`src/rtl/fetch_stage.sv`:
```
// WISC-S15 instruction-fetch stage with IF/ID register, imem req/ack handshake, redirect flush and HALT stop.
// Optional perf counters (perf_fetch, perf_bubble) are built when FETCH_PERF_CNT_EN is defined.
module fetch_stage #(
  parameter logic [15:0] RESET_PC   = 16'h0000,
  parameter logic [15:0] NOP_INSTR  = 16'hF000,
  parameter logic [15:0] HALT_INSTR = 16'hFFFF
) (
  input  logic        clk,
  input  logic        rst_n,
  input  logic        stall,
  input  logic        redirect,
  input  logic [15:0] redirect_pc,
  output logic        imem_req,
  output logic [15:0] imem_addr,
  input  logic        imem_ack,
  input  logic [15:0] imem_rdata,
  output logic [15:0] if_id_instr,
  output logic [15:0] if_id_pc1,
  output logic        if_id_valid,
  output logic        halted
`ifdef FETCH_PERF_CNT_EN
  ,
  output logic [15:0] perf_fetch,
  output logic [15:0] perf_bubble
`endif
);

  typedef enum logic [2:0] {
    S_IDLE,
    S_REQ,
    S_DRAIN,
    S_HOLD,
    S_HALTED
  } state_t;

  state_t      state;
  state_t      state_d;
  logic [15:0] pc;
  logic [15:0] pc_d;
  logic [15:0] pc_inc;
  logic [15:0] drain_addr;
  logic [15:0] drain_addr_d;
  logic [15:0] hold_buf;
  logic [15:0] hold_buf_d;
  logic [15:0] fetch_word;
  logic        load_fetch;
  logic        load_bubble;

  assign pc_inc = pc + 16'd1;

  // While draining a squashed request the bus must keep showing the old address, not the new pc.
  assign imem_req  = (state == S_REQ) || (state == S_DRAIN);
  assign imem_addr = (state == S_DRAIN) ? drain_addr : pc;
  assign halted    = (state == S_HALTED);

  always_comb begin
    state_d      = state;
    pc_d         = pc;
    drain_addr_d = drain_addr;
    hold_buf_d   = hold_buf;
    fetch_word   = imem_rdata;
    load_fetch   = 1'b0;
    load_bubble  = 1'b0;

    case (state)
      S_IDLE: begin
        state_d = S_REQ;
        if (redirect) begin
          pc_d        = redirect_pc;
          load_bubble = 1'b1;
        end else if (!stall) begin
          load_bubble = 1'b1;
        end
      end

      S_REQ: begin
        if (redirect) begin
          pc_d        = redirect_pc;
          load_bubble = 1'b1;
          if (!imem_ack) begin
            drain_addr_d = pc;
            state_d      = S_DRAIN;
          end
        end else if (imem_ack && stall) begin
          hold_buf_d = imem_rdata;
          state_d    = S_HOLD;
        end else if (imem_ack) begin
          load_fetch = 1'b1;
          state_d    = (imem_rdata == HALT_INSTR) ? S_HALTED : S_REQ;
        end else if (!stall) begin
          load_bubble = 1'b1;
        end
      end

      S_DRAIN: begin
        if (redirect) begin
          pc_d        = redirect_pc;
          load_bubble = 1'b1;
        end else if (!stall) begin
          load_bubble = 1'b1;
        end
        if (imem_ack) begin
          state_d = S_REQ;
        end
      end

      S_HOLD: begin
        fetch_word = hold_buf;
        if (redirect) begin
          pc_d        = redirect_pc;
          load_bubble = 1'b1;
          hold_buf_d  = '0;
          state_d     = S_REQ;
        end else if (!stall) begin
          load_fetch = 1'b1;
          hold_buf_d = '0;
          state_d    = (hold_buf == HALT_INSTR) ? S_HALTED : S_REQ;
        end
      end

      S_HALTED: begin
        if (redirect) begin
          pc_d        = redirect_pc;
          load_bubble = 1'b1;
          state_d     = S_REQ;
        end else if (!stall) begin
          load_bubble = 1'b1;
        end
      end

      default: begin
        state_d = S_IDLE;
      end
    endcase

    if (load_fetch) begin
      pc_d = pc_inc;
    end
  end

  always_ff @(posedge clk or negedge rst_n) begin
    if (!rst_n) begin
      state       <= S_IDLE;
      pc          <= RESET_PC;
      drain_addr  <= RESET_PC;
      hold_buf    <= '0;
      if_id_instr <= NOP_INSTR;
      if_id_pc1   <= '0;
      if_id_valid <= 1'b0;
    end else begin
      state      <= state_d;
      pc         <= pc_d;
      drain_addr <= drain_addr_d;
      hold_buf   <= hold_buf_d;
      // pc_inc is the link value of the word being loaded, since pc still points at it this cycle.
      if (load_fetch) begin
        if_id_instr <= fetch_word;
        if_id_pc1   <= pc_inc;
        if_id_valid <= 1'b1;
      end else if (load_bubble) begin
        if_id_instr <= NOP_INSTR;
        if_id_valid <= 1'b0;
      end
    end
  end

`ifdef FETCH_PERF_CNT_EN
  always_ff @(posedge clk or negedge rst_n) begin
    if (!rst_n) begin
      perf_fetch  <= '0;
      perf_bubble <= '0;
    end else if (!halted) begin
      if (load_fetch && (perf_fetch != 16'hFFFF)) begin
        perf_fetch <= perf_fetch + 16'd1;
      end
      if (load_bubble && (perf_bubble != 16'hFFFF)) begin
        perf_bubble <= perf_bubble + 16'd1;
      end
    end
  end
`else
`endif

endmodule

```
`config.mk`:
```
export PLATFORM = sky130hd
export DESIGN_NAME = fetch_stage
export DESIGN_NICKNAME = d
export VERILOG_FILES = /design/src/rtl/fetch_stage.sv
export SDC_FILE = /design/constraint.sdc
export NUM_CORES = 1
export LEC_CHECK = 0
export BUFFER_PORTS_ARGS = -buffer_cell sky130_fd_sc_hd__buf_2
export CAP_MARGIN = 5
export CORE_ASPECT_RATIO = 0.75
export CORE_UTILIZATION = 50
export CTS_CLUSTER_SIZE = 14
export DETAILED_ROUTE_END_ITERATION = 16
export HOLD_SLACK_MARGIN = 0.15
export PLACE_DENSITY_LB_ADDON = 0.05
export SLEW_MARGIN = 20
export SYNTH_ARGS = -nofsm -noshare
export SYNTH_HDL_FRONTEND = slang
export SYNTH_SLANG_ARGS = --single-unit
```
`constraint.sdc`:
```
create_clock -name clk -period 1.6 [get_ports clk]
set_input_delay 0.16 -clock clk [delete_from_list [all_inputs] [get_ports clk]]
set_output_delay 0.16 -clock clk [all_outputs]
set_load 0.1 [all_outputs]
```
======== Yosys cells after proc, flatten, opt, wreduce, memory -nomap -nowiden ========
Cells that the tools add are included.
operators by class
  divide/modulo/power cells ............... 0
  shift operators ......................... 0
  multiply operators ...................... 0
  reductions and logical operators ........ 13
  $add $sub $neg .......................... 1
  equality and inequality tests ........... 13
  muxes and demuxes ....................... 37
  order comparisons ....................... 0
  bitwise operators ....................... 1
operators by type and width
  operator               number
  $mux 16                11
  $eq 16x16->1 const B   2
  $pmux 16 s2            1
  $mux 3                 10
  $add 16x1->16 const B  1
  $pmux 3 s5             1
  $mux 1                 12
  $reduce_bool 2->1      4
  $eq 3x2->1 const B     2
  $ne 2x2->1 const B     3
  $ne 3x3->1 const B     2
  $reduce_and 5->1       1
  $reduce_or 5->1        1
  $ne 4x3->1 const B     1
  $reduce_and 4->1       1
  $eq 3x1->1 const B     1
  $eq 3x3->1 const B     1
  $logic_not 3->1        1
  $pmux 1 s3             1
  $reduce_and 3->1       1
  $reduce_or 3->1        1
  $ne 2x1->1 const B     1
  $pmux 1 s2             1
  $reduce_and 2->1       1
  other kinds (3)        3
storage, ports and cells
  flip-flop bits (word level) ............. 84
  latch bits .............................. 0
  bits in writable memories ............... 0
  output and inout port bits .............. 51
  bits of input ports ..................... 37
  memory bits (read-only) ................. 0
  memories ................................ 0
  logic and storage cells ................. 72

======== Logic depth before layout (Yosys ltp) ========
Gate-level depths: netlist (run 1).
  depth in word-level cells ............... 7
  mapped depth ............................ 6
  gate-level depth less buffers ........... 5

======== Worst setup path before layout (run 1) ========
Ideal clock, no wire load.
  kind .................................... reg-to-reg
  from .................................... reg state[2]
  to ...................................... reg state[2]
  data arrival time ....................... 3.178 ns
  required time ........................... 1.527 ns
  setup time .............................. 0.073 ns
  cell stages (with the launch flop) ...... 5
  path buffers ............................ 1
  path slack .............................. -1.650 ns
  path through ............................ dfrtp_1 buf_2 inv_1 nor3_1 a22o_1
on the way
  longest elaborated chain between the ends .. 3
  elaborated cells on any way between the ends .. 12
  classes of those cells .................. 9 x eq/ne; 1 x mux; 2 x reduce/logical
ends and longest elaborated chain
  item                        RTL line  RTL
  from (decl)                 36        state_t state;
  from (signal assigned)      151       state <= state_d;
  $eq 3x3->1 *                n/a
  via halted                  20        output logic halted
  $ne 2x2->1 (no line)        n/a
  $reduce_and 5->1 (no line)  n/a
The timed path passes the listed nets; every way through them passes the cells marked *.
A chain may end at the register's enable or synchronous reset.

======== Final worst setup path (run 1) ========
  from .................................... reg state[0]
  to ...................................... out imem_addr[0]
on the way
  longest elaborated chain between the ends .. 2
ends and longest elaborated chain
  item        RTL line  RTL
  $eq 3x2->1  53        assign imem_addr = (state == S_DRAIN) ? drain_addr : pc;
  $mux 16     53
  to (decl)   14        output logic [15:0] imem_addr,
Every way passes these cells.

==> impl_metrics.toml, run 1 <==
[power_and_ir_drop]
swShare = 0.474
power_density_nw_per_um2 = 1890
p_seq_frac = 0.259
p_sw_mw = 6.20
p_comb_frac = 0.566
p_total_mw = 13.1
leakage_nw = 3.19
clkPwrFrac = 0.175
p_int_mw = 6.87
vdd_drop_max_v = 0.00183

[global_route]
grt_pass1_vias = 4032
track_usage = 0.301
grt_pass1_wl_um = 20700
grt.overflow.total = 0
antenna_found_initial = 0
grt_start_max_net_pins = 35

[yosys]
synth.distinct_cells = 57
syn_area_um2 = 4380
ys_seq_elements = 84
synth_cells = 415
synth_area_leaders = "dfrtp_1, mux2_2, mux2i_1"
synthTopCellsByCount = "dfrtp_1, nand2_1, o21ai_0"
synth_ff_type = "dfrtp_1"
synth_area_leader_cell = "dfrtp_1"
synth_edf_count = 0
synth.most_common_cell = "dfrtp_1"
ys_seq_area_frac = 0.481
yosysWarnings = 0
synth_top_area_frac = 0.457
async_flop_share = 1.00
syn_nets = 453
syn_area_per_cell_um2 = 10.6

[worst_setup_path]
reg2reg_to = "hold_buf[13]"
setup.worst_path.class = "reg2out"
r2r.worst_path.cells = 8
start_kind = "flop"
cp_data_arrival_time_ns = 1.73
worstPathMaxFanout = 8
worst_setup_path_end_kind = "primary output"
reg2reg_slack_ns = -0.19
required_ns = 1.44
r2r-start = "state[0]"

[worst_hold_path]
hold_path_class = "in2reg"
whs_endpoint = "pc[10]"
min_path_cells = 3
holdCritStartpoint = "redirect_pc[10]"

[timing]
grt_setup_unrepaired = "true"
drv_slew = 0
setup_ws_ns = -0.292
hold_viol = 0
fmax_mhz = 528
whs_ns = 0.183
slew_headroom = 0.667
layout_worst_path_cycle_share = 1.18
tightest_slew_ns = 0.502
finClkSkew_ns = 0.00595
period_minus_slack_ns = 1.89
setup_viol = 86

[clock_tree]
clk_latency_ns = 0.35
clk_transition_reported_paths_ns = 0.06
htree_levels = 3
clk_path_buf_depth = 2
cts_tree = "done"
cts-buffers-inserted = 9
root_buffer = "clkbuf_16"
clock-sinks = 84

[finish]
drive_gt1_frac = 0.468
fin_nets = 636
syn_to_final_growth_pct = 58.0
diodes = 0

[placed_design]
gp_congestion = 0.852
port_buffers = 87
hpwlAfterDp_um = 8390
pre_cts_ws_ns = -0.0908

[die]
fp.dieH_um = 83.1
coreArea_um2 = 8490
rows = 29
ios = 88
fp.dieW_um = 110
fp.dieArea_um2 = 9150
start_util = 0.516

[detailed_routing]
via_per_inst = 5.91
vias = 4204
first_pass_iters = 5
antenna_left = 0
post_drt_wl_per_cell_um = 19.8
drc = 0
routed_wirelength_um = 14100
drt-initial-drc-count = 274

[run_status]
failed_checks = "setup timing"
outcome = "finished with violations"

[flow_run]
maxCapViolCount = 0
==> registers in the layout (all words and copies together), names as in the netlist <==
signal	flops
state	3
drain_addr	16
if_id_pc1	16
if_id_instr	16
if_id_valid	1
hold_buf	16
pc	16
==> metrics by stage <==
stage	instances	utilization	TNS (ns)	instance area [um2]
2_1_floorplan	415	-	-0.402	4470
3_3_place_gp	638	0.652	-1.03	5530
3_5_place_dp	638	0.652	-2.72	5530
4_1_cts	699	0.787	-10.72	6680
5_1_grt	711	0.816	-17.04	6920
6_report	711	0.816	-12.31	6920
==> cell families (layout without fill, tap and decap cells) <==
kind of cell | Yosys count | in the layout | synth area share
simple gates | 125 | 125 | 0.157
compound gates | 108 | 108 | 0.169
flops | 84 | 84 | 0.481
mux | 50 | 50 | 0.123
buf+inv | 35 | 223 | 0.0428
xor+xnor | 12 | 12 | 0.0240
fa+ha+maj | 1 | 1 | 0.00286
==> worst max-delay path by stage <==
| stage | from | end | slack (ns) | depth (start not counted) |
|---|---|---|---|---|
| after floorplan | state[2] | state[2] | -0.15 | 4 |
| after global placement | state[0] | imem_addr[15] | -0.05 | 5 |
| after detailed placement | state[0] | imem_addr[14] | -0.09 | 5 |
| after CTS | state[0] | imem_addr[14] | -0.31 | 5 |
| after global routing | state[0] | imem_addr[0] | -0.33 | 5 |
| final | state[0] | imem_addr[0] | -0.29 | 5 |
==> power by group through the flow <==
stage / registers, mW / clock network [mW] / logic, mW
2_1_floorplan: 5.05 / 0 / 2.92
3_3_place_gp: 3.31 / 0 / 6.13
3_5_place_dp: 3.36 / 0 / 6.20
4_1_cts: 3.34 / 2.29 / 7.09
5_1_grt: 3.47 / 2.39 / 7.69
6_report: 3.38 / 2.29 / 7.40
==> layer usage <==
metal | up-vias | wire length [um] | GRT usage
met5 | - | 0 | 0
met4 | 0 | 355 | 0.0897
met3 | 40 | 903 | 0.0785
met2 | 194 | 6480 | 0.440
met1 | 2082 | 6340 | 0.439
li1 | 1888 | - | -
==> cells in the final DEF (no fill, tap or decap), drive strengths merged, types with 2 or more instances in the layout <==
cell type / count
o21ai: 41
xnor2: 10
nor3b: 2
nand2b: 5
a22oi: 5
mux2i: 20
mux2: 30
clkinv: 3
nor3: 12
nand2: 43
and2: 2
buf: 173
a22o: 17
and3: 5
dfstp: 4
o211ai: 5
nand3b: 3
dfrtp: 80
o22ai: 3
nor2: 12
nand4: 12
o21a: 5
a211o: 2
nand3: 17
inv: 6
a21oi: 14
or4: 2
or3b: 2
clkbuf: 9
nor4: 3
o2bb2ai: 3
xor2: 2
o2bb2a: 2
o221a: 4
dlygate4sd3: 29
bufinv: 2
nor2b: 3
a21boi: 2
==> layout make-up <==
| cell class | instances | area (um2) |
|---|---|---|
| Inverter | 5 | 18.8 |
| Sequential cell | 84 | 2110 |
| Tap cell | 108 | 135 |
| Multi-Input combinational cell | 296 | 2510 |
| Clock buffer | 9 | 225 |
| Fill cell | 492 | 1570 |
| Clock inverter | 7 | 98.8 |
| Timing Repair Buffer | 202 | 1820 |
==> worst max-delay path, stage by stage (launching register included) <==
cell and delay (ns):
dfrtp_1 0.38, nand2b_4 0.15, nor2_4 0.18, buf_12 0.18, mux2_4 0.32, buf_12 0.17
==> repair_timing <==
item	CTS	global route
gates cloned	2	0
pin swaps	17	20
buffers inserted	14	13
resized for setup	115	41
hold buffers	29	0
endpoints found under the hold margin	119	0
setup endpoints to repair	64	93
No activity file was read; power rests on OpenSTA's default activity.
==> inputs of run 2 (changes only) <==
- CELL_PAD_IN_SITES_DETAIL_PLACEMENT: default -> 1
- CELL_PAD_IN_SITES_GLOBAL_PLACEMENT: default -> 1
- CORE_UTILIZATION: 50 -> 39
==> run 2 against run 1 <==
Effect of this change: critical path type unchanged; die area is 28% higher; the flow still finishes with violations (setup timing); sequential cell count unchanged; wire length rose by 21%; clock power down 6%.
==> impl_metrics.toml, run 2 (synthesis results as in run 1) <==
[detailed_routing]
first_pass_iters = 4
drt-initial-drc-count = 268
drc = 0
antenna_left = 0
vias = 4303
routed_wirelength_um = 17000
via_per_inst = 5.72
post_drt_wl_per_cell_um = 22.6

[run_status]
outcome = "finished with violations"
failed_checks = "setup timing"

[worst_setup_path]
crit_top_cell = "buf_12"
path_cells = "buf_4 -> nor2_4 -> buf_12 -> buf_8 -> mux2_4 -> buf_12"
cp_data_arrival_time_ns = 1.77
worstPathMaxFanout = 5
critPathSlowestCell = "dfrtp_1"
required_ns = 1.44
worst_setup_path_end_kind = "primary output"
setup.worst_path.class = "reg2out"
start_kind = "flop"
slowest_delay_ns = 0.38

[clock_tree]
root_buffer = "clkbuf_16"
htree_levels = 3
clk_transition_reported_paths_ns = 0.06
cts_tree = "done"
cts-buffers-inserted = 9
clk_path_buf_depth = 2
clock-sinks = 84
clk_latency_ns = 0.35

[global_route]
antenna_found_initial = 0
track_usage = 0.270
grt.overflow.total = 0
grt_pass1_wl_um = 24300
grt_pass1_vias = 4401
grt_start_max_net_pins = 36

[placed_design]
placedInstanceArea_um2 = 5710
hpwlAfterDp_um = 9750
gp_congestion = 0.823
port_buffers = 87

[power_and_ir_drop]
p_sw_mw = 6.37
clkPwrFrac = 0.164
p_seq_frac = 0.261
power_density_nw_per_um2 = 1840
leakage_nw = 3.27
p_total_mw = 13.1
swShare = 0.485
p_int_mw = 6.76
vdd_drop_max_v = 0.00171
p_comb_frac = 0.575

[timing]
hold_viol = 0
setup_ws_ns = -0.328
layout_worst_path_cycle_share = 1.21
whs_ns = 0.169
slew_headroom = 0.642
setup_viol = 91
period_minus_slack_ns = 1.93
finClkSkew_ns = 0.00758
drv_slew = 0
tightest_slew_ns = 0.537
fmax_mhz = 519
grt_setup_unrepaired = "true"

[die]
rows = 33
fp.dieArea_um2 = 11700
ios = 88
start_util = 0.400
fp.dieW_um = 124
fp.dieH_um = 93.8
coreArea_um2 = 10900

[finish]
syn_to_final_growth_pct = 62.9
diodes = 0
drive_gt1_frac = 0.500
layout_common_cells = "dfrtp_1, buf_2, buf_4"
design_area_um2 = 7140
fin_nets = 645
layout_commonest_cell = "dfrtp_1"

[flow_run]
maxCapViolCount = 0

[worst_hold_path]
hold_path_class = "in2reg"
==> run 2: changes by cell type in the layout (fill, tap and decap cells not counted), sizes merged <==
cell | before | now
clkbuf | 9 | 11
dlygate4sd3 | 29 | 28
bufbuf | 0 | 2
bufinv | 2 | 1
clkinv | 3 | 2
buf | 173 | 179
clkinvlp | 1 | 3
==> run 2: worst max-delay path, delay by kind of cell, from the launching register on <==
| family | cells | cell delay, ns |
|---|---|---|
| AND/OR/NAND/NOR | 1 | 0.12 |
| buffers and inverters | 4 | 0.60 |
| multiplexers | 1 | 0.32 |
| flip-flops | 1 | 0.38 |
==> run 2: worst paths after layout <==
kind | slack (ns) | start | cells past startpoint | end
max in group asynchronous | 0.69 | rst_n | 3 | pc[0]
min in group asynchronous | 0.33 | rst_n | 2 | if_id_instr[4]
worst max register to register | -0.22 | state[0] | 7 | hold_buf[14]
worst max-delay path | -0.33 | state[2] | 6 | imem_addr[13]
worst min register to register | 0.47 | if_id_instr[5] | 2 | if_id_instr[5]
worst min-delay path | 0.17 | redirect_pc[9] | 3 | pc[9]
==> run 2: final cells by class <==
type                       count  area, um2
inverter                       5       18.8
multi-input combinational    296       2470
sequential                    84       2110
timing repair buffer         211       2060
clock inverter                 7       75.1
clock buffer                   9        225
tap                          140        175
fill                        1102       3800
==> run 2: power groups by stage <==
stage / combinational [mW] / sequential, mW / clock [mW]
floorplan: 2.92 / 5.05 / 0
global placement: 6.40 / 3.33 / 0
detailed placement: 6.49 / 3.38 / 0
CTS: 7.03 / 3.36 / 2.18
global route: 7.81 / 3.52 / 2.27
finish: 7.55 / 3.43 / 2.15
==> run 2: metal layers <==
metal  vias to the layer above  share of wire  track usage
met5                         -              0            0
met3                        40          0.037       0.0404
met4                         0          0.023       0.0873
li1                       1917              -            -
met1                      2207           0.46        0.368
met2                       139           0.48        0.444
==> run 2: what timing repair did <==
item / 4_1_cts / 5_1_grt
cloned: 4 / 3
endpoints found under the setup margin: 69 / 92
hold buffers: 28 / 0
endpoints found under the hold margin: 63 / 0
resized for setup: 54 / 83
pin swaps: 8 / 23
setup buffers: 7 / 21
==> run 2: per-stage QoR <==
| stage | cells | TNS [ns] | util | worst slack (ns) |
|---|---|---|---|---|
| 3_5_place_dp | 675 | -2.70 | 0.522 | -0.132 |
| 2_1_floorplan | 415 | -0.402 | - | -0.153 |
| 4_1_cts | 730 | -8.36 | 0.607 | -0.335 |
| 5_1_grt | 752 | -18.03 | 0.652 | -0.378 |
| 3_3_place_gp | 675 | -0.674 | 0.522 | -0.0441 |
| 6_report | 752 | -13.26 | 0.652 | -0.328 |
==> inputs of run 3 (changes only) <==
- PLACE_DENSITY: default -> 0.79
- PLACE_DENSITY_LB_ADDON: 0.05 -> default
==> run 3 against run 2 <==
Effect of this change: clock power up 16%; sequential power increased by 6%; the run still ends with setup timing left; final cell count rose by 0.93%; combinational power is 11% higher; global-route usage is 8.8 points higher; critical path type unchanged; first-iteration DRC count up 43%; largest power group unchanged; via count up 14%; core utilization rose by 2.3 points; power grew 10%; non-clock buffer count grew 5.
==> impl_metrics.toml, run 3 (synthesis results as in run 1) <==
[placed_design]
hpwlAfterDp_um = 10000
pre_cts_ws_ns = -0.0912
gp_congestion = 0.910
dp_cells = 676
port_buffers = 87

[clock_tree]
clock-sinks = 84
htree_levels = 3
root_buffer = "clkbuf_16"
cts_tree = "done"
clk_latency_ns = 0.35
clk_transition_reported_paths_ns = 0.07
clk_path_buf_depth = 2
cts-buffers-inserted = 9

[timing]
slew_headroom = 0.641
setup_viol = 102
hold_viol = 0
finClkSkew_ns = 0.0128
fmax_mhz = 460
setup_ws_ns = -0.573
layout_worst_path_cycle_share = 1.36
period_minus_slack_ns = 2.17
tightest_slew_ns = 0.542
grt_setup_unrepaired = "true"
drv_slew = 0

[power_and_ir_drop]
vdd_drop_max_v = 0.00190
p_total_mw = 14.5
power_density_nw_per_um2 = 1960
leakage_nw = 3.33

[die]
rows = 33
fp.dieH_um = 93.8
fp.dieW_um = 124
fp.dieArea_um2 = 11700
start_util = 0.400
coreArea_um2 = 10900
ios = 88

[worst_setup_path]
setup.worst_path.class = "reg2out"
critPathSlowestCell = "dfrtp_1"
slowest_delay_ns = 0.44
cp.buffers_inverters = 6
path_cells = "buf_4 -> buf_6 -> buf_8 -> buf_4 -> buf_8 -> nor3_4 -> buf_12"
start_kind = "flop"
worstPathMaxFanout = 7
required_ns = 1.44
crit_family = "buffers and inverters"
cp_data_arrival_time_ns = 2.01
worst_setup_path_end_kind = "primary output"

[finish]
multi_input_area_um2 = 2690
layout_common_cells = "dfrtp_1, buf_2, buf_4"
fillerInstances = 1087
drive_gt1_frac = 0.546
syn_to_final_growth_pct = 68.6
layout_commonest_cell = "dfrtp_1"
regArea_um2 = 2110
fin_nets = 650
finalNonFillerCells = 759

[detailed_routing]
vias = 4926
via_per_inst = 6.49
post_drt_wl_per_cell_um = 30.8
drt-initial-drc-count = 382
first_pass_iters = 4
routed_wirelength_um = 23400
drc = 0
antenna_left = 0

[global_route]
grt_pass1_vias = 4979
track_usage = 0.358
grt.overflow.total = 0
grt_pass1_wl_um = 31100
antenna_found_initial = 2
grt_start_max_net_pins = 47

[flow_run]
maxCapViolCount = 0

[run_status]
outcome = "finished with violations"
failed_checks = "setup timing"

[worst_hold_path]
hold_path_class = "in2reg"
==> run 3: cell types whose count changed in the layout (fill, tap and decap cells not counted), moves of 7 or more <==
cell | previous run | this run
buf_6 | 12 | 34
mux2_2 | 16 | 4
mux2_4 | 14 | 26
mux2i_1 | 19 | 9
buf_12 | 32 | 23
buf_4 | 63 | 54
a21oi_2 | 3 | 10
nand2_1 | 40 | 33
==> run 3: final timing paths <==
path | start | to | slack, ns | depth (start not counted)
max reg2reg | state[0] | pc[2] | -0.56 | 10
min | redirect_pc[14] | pc[14] | 0.18 | 3
min reg2reg | if_id_pc1[10] | if_id_pc1[10] | 0.47 | 2
max in group asynchronous | rst_n | if_id_instr[12] | 0.71 | 3
max | state[0] | halted | -0.57 | 7
min in group asynchronous | rst_n | if_id_instr[0] | 0.25 | 2
==> run 3: where the power goes <==
group	internal (mW)	leakage (nW)	total, mW	switching, mW
combinational	3.00	2.13	8.37	5.38
clock	1.53	0.164	2.49	0.960
sequential	2.84	1.04	3.62	0.783
total	7.36	3.33	14.5	7.12
==> run 3: repair_timing <==
item,4_1_cts,5_1_grt
resized for setup,146,86
hold endpoints to repair,109,1
setup endpoints to repair,83,102
hold buffers,26,1
gates cloned,6,1
pin swaps,39,26
buffers inserted,19,20
==> run 3: area by class of cell <==
type / count / share of cell area
Antenna cell: 2 / 0.000677
Sequential cell: 84 / 0.285
Clock inverter: 5 / 0.0135
Clock buffer: 11 / 0.0315
Tap cell: 140 / 0.0237
Timing Repair Buffer: 216 / 0.278
Multi-Input combinational cell: 296 / 0.364
Inverter: 5 / 0.00254
==> run 3: per-stage QoR <==
stage	TNS, ns	util	cell area (um2)	hold slack [ns]
after floorplan	-0.402	-	4470	-0.136
after global placement	-0.236	0.512	5610	0.0815
after detailed placement	-2.63	0.512	5610	0.0841
after CTS	-18.66	0.632	6920	0.150
after global routing	-37.84	0.675	7390	0.196
final	-36.56	0.675	7390	0.182
==> run 3: layer usage <==
layer  vias to the layer above  GRT usage  routed length (um)
met2                       376      0.592               10700
met5                         -          0                   0
met4                         0      0.161                1610
met1                      2483      0.451                9210
li1                       1927          -                   -
met3                       140     0.0809                1850
==> run 3: worst min-delay path: stages <==
cell and delay [ns]:
buf_2 0.11, a22oi_2 0.08, o2bb2ai_2 0.13
